--- config.mk ---
export PLATFORM = sky130hd
export DESIGN_NAME = snn_layer_sequencer
export DESIGN_NICKNAME = d
export VERILOG_FILES = /design/src/rtl/snn_layer_sequencer.sv
export SDC_FILE = /design/constraint.sdc
export NUM_CORES = 1
export LEC_CHECK = 0
export ABC_AREA = 0
export ABC_CLOCK_PERIOD_IN_PS = 10100
export CAP_MARGIN = 10
export CORE_MARGIN = 8
export CORE_UTILIZATION = 60
export CTS_BUF_LIST = sky130_fd_sc_hd__clkbuf_2
export CTS_CLUSTER_SIZE = 28
export DETAILED_ROUTE_END_ITERATION = 8
export GPL_ROUTABILITY_DRIVEN = 0
export PLACE_DENSITY = 0.93
export SYNTH_ARGS = -nofsm -noshare
export SYNTH_HDL_FRONTEND = slang
export SYNTH_SLANG_ARGS = --single-unit
--- constraint.sdc ---
create_clock -name local_clk -period 10.1 [get_ports local_clk]
set_input_delay 2.02 -clock local_clk [delete_from_list [all_inputs] [get_ports local_clk]]
set_output_delay 2.02 -clock local_clk [all_outputs]
set_load 0.02 [all_outputs]
--- src/rtl/snn_layer_sequencer.sv ---
// Master sequencer for an N-layer SNN backend: walks a runtime-loaded layer
// descriptor table, steps the PE arrays through each layer and computes the final ArgMax.
module snn_layer_sequencer #(
  parameter int NUM_LAYERS    = 3,
  parameter int NUM_ARRAYS    = 16,
  parameter int PES_PER_ARRAY = 4,
  parameter int MAX_NEURONS   = 64,
  parameter int ADDR_W        = 10,
  parameter int TIME_W        = 8,
  parameter int ACC_W         = 32,
  parameter int TIMEOUT_W     = 16
) (
  input  logic                                 local_clk,
  input  logic                                 rst_n,
  input  logic                                 i_cfg_we,
  input  logic [2:0]                           i_cfg_layer,
  input  logic [6:0]                           i_cfg_neurons,
  input  logic [ADDR_W-1:0]                    i_cfg_offset,
  input  logic [TIME_W-1:0]                    i_cfg_tmin,
  input  logic                                 i_start,
  output logic                                 o_done,
  output logic [5:0]                           o_class,
  output logic                                 o_busy,
  output logic                                 o_error,
  output logic [1:0]                           o_err_code,
  input  logic                                 i_err_clear,
  input  logic                                 i_enc_done,
  output logic                                 o_enc_ack,
  input  logic                                 i_buf_done,
  output logic                                 o_buf_ack,
  output logic                                 o_buf_start,
  output logic [TIME_W-1:0]                    o_buf_t_max,
  output logic [6:0]                           o_buf_count,
  output logic                                 o_buf_wr_en,
  output logic [5:0]                           o_buf_wr_addr,
  output logic [ACC_W-1:0]                     o_buf_wr_data,
  output logic                                 o_src_sel,
  output logic [NUM_ARRAYS-1:0]                o_array_clk_en,
  output logic [NUM_ARRAYS*PES_PER_ARRAY-1:0]  o_pe_enable,
  output logic                                 o_reset_potential,
  output logic [ADDR_W-1:0]                    o_bram_offset,
  output logic [TIME_W-1:0]                    o_t_min,
  input  logic [NUM_ARRAYS-1:0]                i_array_ack,
  input  logic [NUM_ARRAYS-1:0]                i_array_error,
  output logic [5:0]                           o_rd_idx,
  input  logic [ACC_W-1:0]                     i_rd_potential
);

  localparam int P = NUM_ARRAYS * PES_PER_ARRAY;
  localparam logic [2:0] LAST = 3'(NUM_LAYERS - 1);

  typedef enum logic [2:0] {IDLE, CHECK, RUN, READ, CLEAR, DONE, ERROR} state_t;

  state_t                    state, state_n;
  logic [2:0]                layer, layer_n;
  logic [5:0]                rd_cnt, rd_n;
  logic [TIMEOUT_W-1:0]      wdog, wdog_n;
  logic [1:0]                code_n;
  logic [5:0]                class_n;
  logic [5:0]                best_idx, best_idx_n;
  logic signed [ACC_W-1:0]   best_val, best_val_n;
  logic                      take;

  logic [6:0]                neurons [8];
  logic [ADDR_W-1:0]         offsets [8];
  logic [TIME_W-1:0]         tmins   [8];

  logic [6:0]                cur_n, next_n, prev_n;
  logic                      desc_bad, rd_last, array_fault, ack_all;
  logic                      active_n, feed_n;

  function automatic logic [NUM_ARRAYS-1:0] array_mask(input logic [6:0] n);
    logic [NUM_ARRAYS-1:0] m;
    m = '0;
    for (int k = 0; k < NUM_ARRAYS; k++) m[k] = (k * PES_PER_ARRAY) < int'(n);
    return m;
  endfunction

  function automatic logic [P-1:0] pe_mask(input logic [6:0] n);
    logic [P-1:0] m;
    m = '0;
    for (int j = 0; j < P; j++) m[j] = j < int'(n);
    return m;
  endfunction

  always_comb begin
    desc_bad = 1'b0;
    for (int i = 0; i < NUM_LAYERS; i++)
      if (neurons[i] == 7'd0 || int'(neurons[i]) > MAX_NEURONS) desc_bad = 1'b1;
  end

  assign cur_n       = neurons[layer];
  assign next_n      = neurons[layer_n];
  assign prev_n      = neurons[layer_n - 3'd1];
  assign rd_last     = ({1'b0, rd_cnt} == cur_n - 7'd1);
  assign array_fault = (|i_array_error) && (state inside {CHECK, RUN, READ, CLEAR});
  assign active_n    = state_n inside {RUN, READ};
  assign feed_n      = (state_n == RUN) && (layer_n != 3'd0);

  // Disabled arrays count as acknowledged so they never stall the handshake.
  assign ack_all   = &(i_array_ack | ~o_array_clk_en);
  assign o_enc_ack = (state == RUN) && !o_src_sel && ack_all;
  assign o_buf_ack = (state == RUN) && o_src_sel && ack_all;

  assign o_rd_idx      = rd_cnt;
  assign o_buf_wr_addr = o_buf_wr_en ? rd_cnt : 6'd0;
  assign o_buf_wr_data = o_buf_wr_en ? i_rd_potential : '0;

  always_comb begin
    state_n    = state;
    layer_n    = layer;
    rd_n       = rd_cnt;
    wdog_n     = wdog;
    code_n     = o_err_code;
    class_n    = o_class;
    best_val_n = best_val;
    best_idx_n = best_idx;
    take       = 1'b0;
    case (state)
      IDLE:  if (i_start) state_n = CHECK;
      CHECK: begin
        if (desc_bad) begin
          state_n = ERROR;
          code_n  = 2'd3;
        end else begin
          state_n = RUN;
          layer_n = 3'd0;
          wdog_n  = '0;
        end
      end
      RUN: begin
        wdog_n = wdog + 1'b1;
        if ((layer == 3'd0) ? i_enc_done : i_buf_done) begin
          state_n = READ;
          rd_n    = 6'd0;
        end else if (&wdog_n) begin
          state_n = ERROR;
          code_n  = 2'd2;
        end
      end
      READ: begin
        // Strictly-greater update keeps the lowest index on ties.
        if (layer == LAST) begin
          take = (rd_cnt == 6'd0) || ($signed(i_rd_potential) > best_val);
          if (take) begin
            best_val_n = $signed(i_rd_potential);
            best_idx_n = rd_cnt;
          end
        end
        if (rd_last) begin
          rd_n = 6'd0;
          if (layer == LAST) begin
            state_n = DONE;
            class_n = best_idx_n;
          end else begin
            state_n = CLEAR;
          end
        end else begin
          rd_n = rd_cnt + 6'd1;
        end
      end
      CLEAR: begin
        state_n = RUN;
        layer_n = layer + 3'd1;
        wdog_n  = '0;
      end
      DONE:  if (!i_start) state_n = IDLE;
      ERROR: begin
        if (i_err_clear) begin
          state_n = IDLE;
          code_n  = 2'd0;
        end
      end
      default: state_n = IDLE;
    endcase
    if (array_fault) begin
      state_n = ERROR;
      code_n  = 2'd1;
      rd_n    = 6'd0;
    end
  end

  // Outputs are decoded from the next state so they line up with the state register.
  always_ff @(posedge local_clk or negedge rst_n) begin
    if (!rst_n) begin
      state             <= IDLE;
      layer             <= 3'd0;
      rd_cnt            <= 6'd0;
      wdog              <= '0;
      best_val          <= '0;
      best_idx          <= 6'd0;
      for (int i = 0; i < 8; i++) begin
        neurons[i] <= '0;
        offsets[i] <= '0;
        tmins[i]   <= '0;
      end
      o_done            <= 1'b0;
      o_class           <= 6'd0;
      o_busy            <= 1'b0;
      o_error           <= 1'b0;
      o_err_code        <= 2'd0;
      o_buf_start       <= 1'b0;
      o_buf_t_max       <= '0;
      o_buf_count       <= 7'd0;
      o_buf_wr_en       <= 1'b0;
      o_src_sel         <= 1'b0;
      o_array_clk_en    <= '0;
      o_pe_enable       <= '0;
      o_reset_potential <= 1'b0;
      o_bram_offset     <= '0;
      o_t_min           <= '0;
    end else begin
      state      <= state_n;
      layer      <= layer_n;
      rd_cnt     <= rd_n;
      wdog       <= wdog_n;
      best_val   <= best_val_n;
      best_idx   <= best_idx_n;
      o_class    <= class_n;
      o_err_code <= code_n;
      if (state == IDLE && i_cfg_we && int'(i_cfg_layer) < NUM_LAYERS) begin
        neurons[i_cfg_layer] <= i_cfg_neurons;
        offsets[i_cfg_layer] <= i_cfg_offset;
        tmins[i_cfg_layer]   <= i_cfg_tmin;
      end
      o_done            <= state_n == DONE;
      o_busy            <= !(state_n inside {IDLE, DONE});
      o_error           <= state_n == ERROR;
      o_reset_potential <= state_n inside {IDLE, CLEAR};
      o_array_clk_en    <= active_n ? array_mask(next_n) : '0;
      o_pe_enable       <= active_n ? pe_mask(next_n) : '0;
      o_bram_offset     <= active_n ? offsets[layer_n] : '0;
      o_t_min           <= active_n ? tmins[layer_n] : '0;
      o_src_sel         <= feed_n;
      o_buf_start       <= feed_n;
      o_buf_t_max       <= feed_n ? tmins[layer_n] : '0;
      o_buf_count       <= feed_n ? prev_n : 7'd0;
      o_buf_wr_en       <= (state_n == READ) && (layer_n != LAST);
    end
  end

endmodule

# Yosys cells after proc, flatten, opt, wreduce, memory -nomap -nowiden
# Index checks and enable logic that the tools add are counted.
# classes
eq_ne	20
reduce_logical	39
add_sub_neg	5
order_cmp	74
n_mux	62
bitwise	6
# op_table
cell	n
< comparator 6 x 7 -> 1 bit, first input constant	32
< comparator 5 x 7 -> 1 bit, first input constant	16
bitwise mux 80 bit	1
bitwise mux 64 bit	1
2-to-1 mux 64 bit	1
binary-select mux 7 bit (select 3 bit)	3
bitwise mux 56 bit	1
< comparator 4 x 7 -> 1 bit, first input constant	8
2-to-1 mux 7 bit	8
one-hot mux 16 bit (3 select lines)	1
2-to-1 mux 10 bit	4
2-to-1 mux 8 bit	5
2-to-1 mux 6 bit	6
> comparator 32 bit	1
2-to-1 mux 16 bit	2
2-to-1 mux 32 bit	1
AND reduction 16 bit	2
binary-select mux 10 bit (select 3 bit)	1
demux 10 bit (select 3 bit)	1
< comparator 3 x 7 -> 1 bit, first input constant	4
2-to-1 mux 3 bit	9
binary-select mux 8 bit (select 3 bit)	1
demux 8 bit (select 3 bit)	1
demux 7 bit (select 3 bit)	1
other kinds (40)	95
# word_totals
wordCells	250
register_bits	393
output_inout_bits	174
in_bits	99

# Longest topological paths before layout
# depth
ltp_word	13
ltp_mapped	16
ltp_nobuf	11

# Worst setup path after synthesis
# No wires, ideal clock.
# synth_timing
path_kind	input -> register
start	input i_rd_potential[17]
end	register best_idx[0]
path_buffers	2
setup_ns	0.125
t_arrival_ns	4.960
path_stages	12
path_slack_ns	5.015
path_cell_list	ha_1 > a21o_1 > a21o_1 > a2111oi_0 > o21ai_0 > a21o_1 > nor3b_1 > a211oi_2 > o21ai_0 > clkbuf_1 > clkbuf_1 > mux2_2
# synth_via
elab_chain_len	4
# synth_rtl
element	line_no	text
start: declaration	46	input logic [ACC_W-1:0] i_rd_potential
> comparator 32 bit	144	take = (rd_cnt == 6'd0) || ($signed(i_rd_potential) > best_val);
logical OR 1 bit	144	
2-to-1 mux 6 bit	145	if (take) begin
2-to-1 mux 6 bit	143	if (layer == LAST) begin
end signal: assignment	218	best_idx <= best_idx_n;
end: declaration	60	logic [5:0] best_idx, best_idx_n;
# Every way passes these cells.
# A chain may end at the register's enable or synchronous reset.

# Worst setup path after layout
# layout_timing
start	input i_array_ack[6]
end	output o_buf_ack
# layout_via
elab_chain_len	3
# layout_rtl
element	line_no	text
start: declaration	43	input logic [NUM_ARRAYS-1:0] i_array_ack,
bitwise OR 16 bit	101	assign ack_all = &(i_array_ack | ~o_array_clk_en);
AND reduction 16 bit	101	
logical AND 1 bit	103	assign o_buf_ack = (state == RUN) && o_src_sel && ack_all;
end: declaration	30	output logic o_buf_ack,
# Every way passes these cells.

==> impl_results.md <==
- # Post-CTS Setup Buffers: 0
- TNS Setup: 0 ns
- Starting Density: 61.2%
- FMAX: 163 MHz
- Die Height: 190 µm
- CTS clk-pin slew, worst paths: 0.08 ns
- Most frequent CP cell: clkdlybuf4s50_1
- First-pass GRT wire length: 76.4 mm
- Wirelength per Cell: 20.8 µm
- I/O Buffers: 272
- Fin area: 21300 µm²
- Final period util: 60.6%
- Power per Cell Area: 301 nW/µm²
- Number of synthesis warnings: 0
- Final hold violations: 0
- Max clock buf depth: 3
- Synth top area cells: dfrtp_1, mux2_2, nand2_1
- Mean area per synthesized cell: 10.5 µm²
- Leak: 9.54 nW
- Die width: 190 µm
- GRT Overall Usage: 26.2%
- FP Rows: 63
- Htree depth: 3
- Arr. time, crit path: 4.10 ns
- Synth Register Bits: 377
- VDD IR-drop max: 265 µV
- Vias in the first global route: 14.6k
- I/O pin count: 273
- Synth top area share: 51.9%
- Fin. max-slew vios: 0
- Minimum clock period: 6.12 ns
- Nature of the critical path startpoint: primary input
- Syn_nets: 1874
- Top delay family on crit path: buffers and inverters
- Via count: 13.9k
- Placeable Area: 29700 µm²
- Number of synthesized flops with an enable pin: 0
- Worst min path class: reg2reg
- Final Non-Filler Cells: 2321
- Clock Latency Late Sink: 0.93 ns
- Slew Limit Headroom: 18.7%
- Routed vias/inst: 5.99
- Setup CP Type: in2out
- Slew @ Worst Pin: 1.22 ns
- Final Skew: 0.0685 ns
- Num CTS Buffers: 91
- Final Setup Violations: 0
- Drt first-iter violations: 1245
- Root Buffer: clkbuf_2
- Router iterations before antenna repair: 8
- Leading area contributor after synthesis: dfrtp_1
- Post-CTS Resized: 0
- CP Buf/Inv Count: 3
- Cell at the slowest stage of the critical path: clkdlybuf4s50_1
- Critical Path RT: 8.08 ns
- Grt total ovfl: 0
- Type of destination of the critical path: output pin
- Post-DRT Antenna Nets: 0
- Synth top cells by count: dfrtp_1, nand2_1, clkbuf_1
- CP cell instances: clkdlybuf4s50_1 > inv_1 > a22oi_1 > o221ai_1 > nor4_1 > and3_1 > clkdlybuf4s50_1
- Largest net degree at the start of global routing: 183
- Place WS: 3.98 ns
- # nets final: 2015
- RSZ-0062 raised after global routing: no
- Worst hold margin: 0.382 ns
- Post-synthesis cell type count: 78
- Post-placement cell count: 2170
- Final worst slack: 3.98 ns
- Status: finished clean
- DP Area: 20600 µm²
- Post-Syn Area: 18200 µm²
- FFs w/ async S/R, synth: 100%
- Post-Route WL: 48.2 mm
- Die area: 36100 µm²
- Max-Cap Viols: 0
- CTS tree: yes
- Share of cells above drive strength 1: 16.9%
- P&R area growth vs syn: 17.1%
- Clock sink total: 377
- Crit-path max cell delay: 0.62 ns
- DRC viols: 0
- Hold-fix buffers, CTS: 0
- Most frequent cell after synthesis: dfrtp_1
- Post-synthesis cell count: 1732
- Initial antenna violation count: 4
- Sequential share of the synthesized area: 51.9%
- Top FF cell, synth: dfrtp_1
- Critical path peak fanout: 2
- DP HPWL: 33.1 mm
## metal layers
metal | up-vias | track usage, % | share of wire, %
li1 | 6270 | - | -
met1 | 6757 | 30.9 | 39
met2 | 724 | 45.5 | 50
met3 | 137 | 6.54 | 8.6
met4 | 6 | 10.4 | 3.0
met5 | - | 0 | 0.085
## cell type report
| type | count | area (µm²) |
|---|---|---|
| inverters | 72 | 272 |
| repair buffers | 285 | 2840 |
| clock inverters | 28 | 114 |
| well taps | 390 | 488 |
| diodes | 2 | 5.00 |
| flip-flops and latches | 377 | 9430 |
| fillers | 1920 | 8420 |
| clock buffers | 121 | 606 |
| multi-input cells | 1046 | 7540 |
## worst paths after layout
kind                       cells after the start            from  slack (ns)         endpoint
setup reg to reg                              11        layer[0]        4.91   o_buf_t_max[7]
min in group asynchronous                      1           rst_n        1.24        tmins[51]
setup / recovery                               7  i_array_ack[6]        3.98        o_buf_ack
max in group asynchronous                      2           rst_n        7.40  o_pe_enable[37]
hold reg to reg                                0     offsets[30]        0.38      offsets[30]
hold / removal                                 0     offsets[30]        0.38      offsets[30]
## cell families (layout without fill, tap and decap cells)
| kind of cell | count (synthesis) | after routing | synth area share [%] |
|---|---|---|---|
| simple gates | 541 | 541 | 15.0 |
| flops | 377 | 377 | 51.9 |
| buf+inv | 309 | 506 | 6.98 |
| compound gates | 258 | 258 | 9.25 |
| mux | 188 | 188 | 13.2 |
| fa+ha+maj | 43 | 43 | 2.96 |
| xor+xnor | 16 | 16 | 0.770 |
| other cells | 0 | 2 | 0 |
## through the flow
stage	total power [mW]	util (%)
3_5_place_dp	5.48	69.2
6_report	6.40	71.7
5_1_grt	6.79	71.6
4_1_cts	6.40	71.6
3_3_place_gp	5.34	69.2
2_1_floorplan	4.44	-
## worst register-to-register path: stages, from the launching register on
cell and delay (ns):
dfrtp_1 0.68, inv_1 0.65, ha_1 0.24, nor2b_1 0.38, mux2i_1 0.55, nand4_1 0.17, a2111oi_0 0.76, a221o_1 0.35
a311o_1 0.14, buf_4 0.39, a2111o_1 0.62, nor2_1 0.11
## sequential cells by signal, indices dropped and copies added (netlist names), 3 cells and up
register	cells
o_bram_offset	10
o_class	6
offsets	80
neurons	56
o_buf_count	7
o_pe_enable	64
o_t_min	8
o_buf_t_max	8
best_val	32
state	3
tmins	64
best_idx	6
layer	3
wdog	16
o_rd_idx	6
## placed cells by master (no fill, tap or decap), drive strengths merged, types with 43 or more instances in the layout
| master | n |
|---|---|
| inv | 74 |
| nor2 | 70 |
| mux2 | 118 |
| clkdlybuf4s50 | 271 |
| ha | 43 |
| a21oi | 75 |
| clkbuf | 121 |
| nand3 | 99 |
| nand2 | 204 |
| and2 | 43 |
| o21ai | 63 |
| dfrtp | 377 |
## power by group
part	internal (mW)	switching [mW]
clock	0.322	0.589
combinational	1.26	2.09
sequential	1.83	0.300
total	3.42	2.98
Power figures use the tool's default switching activity.
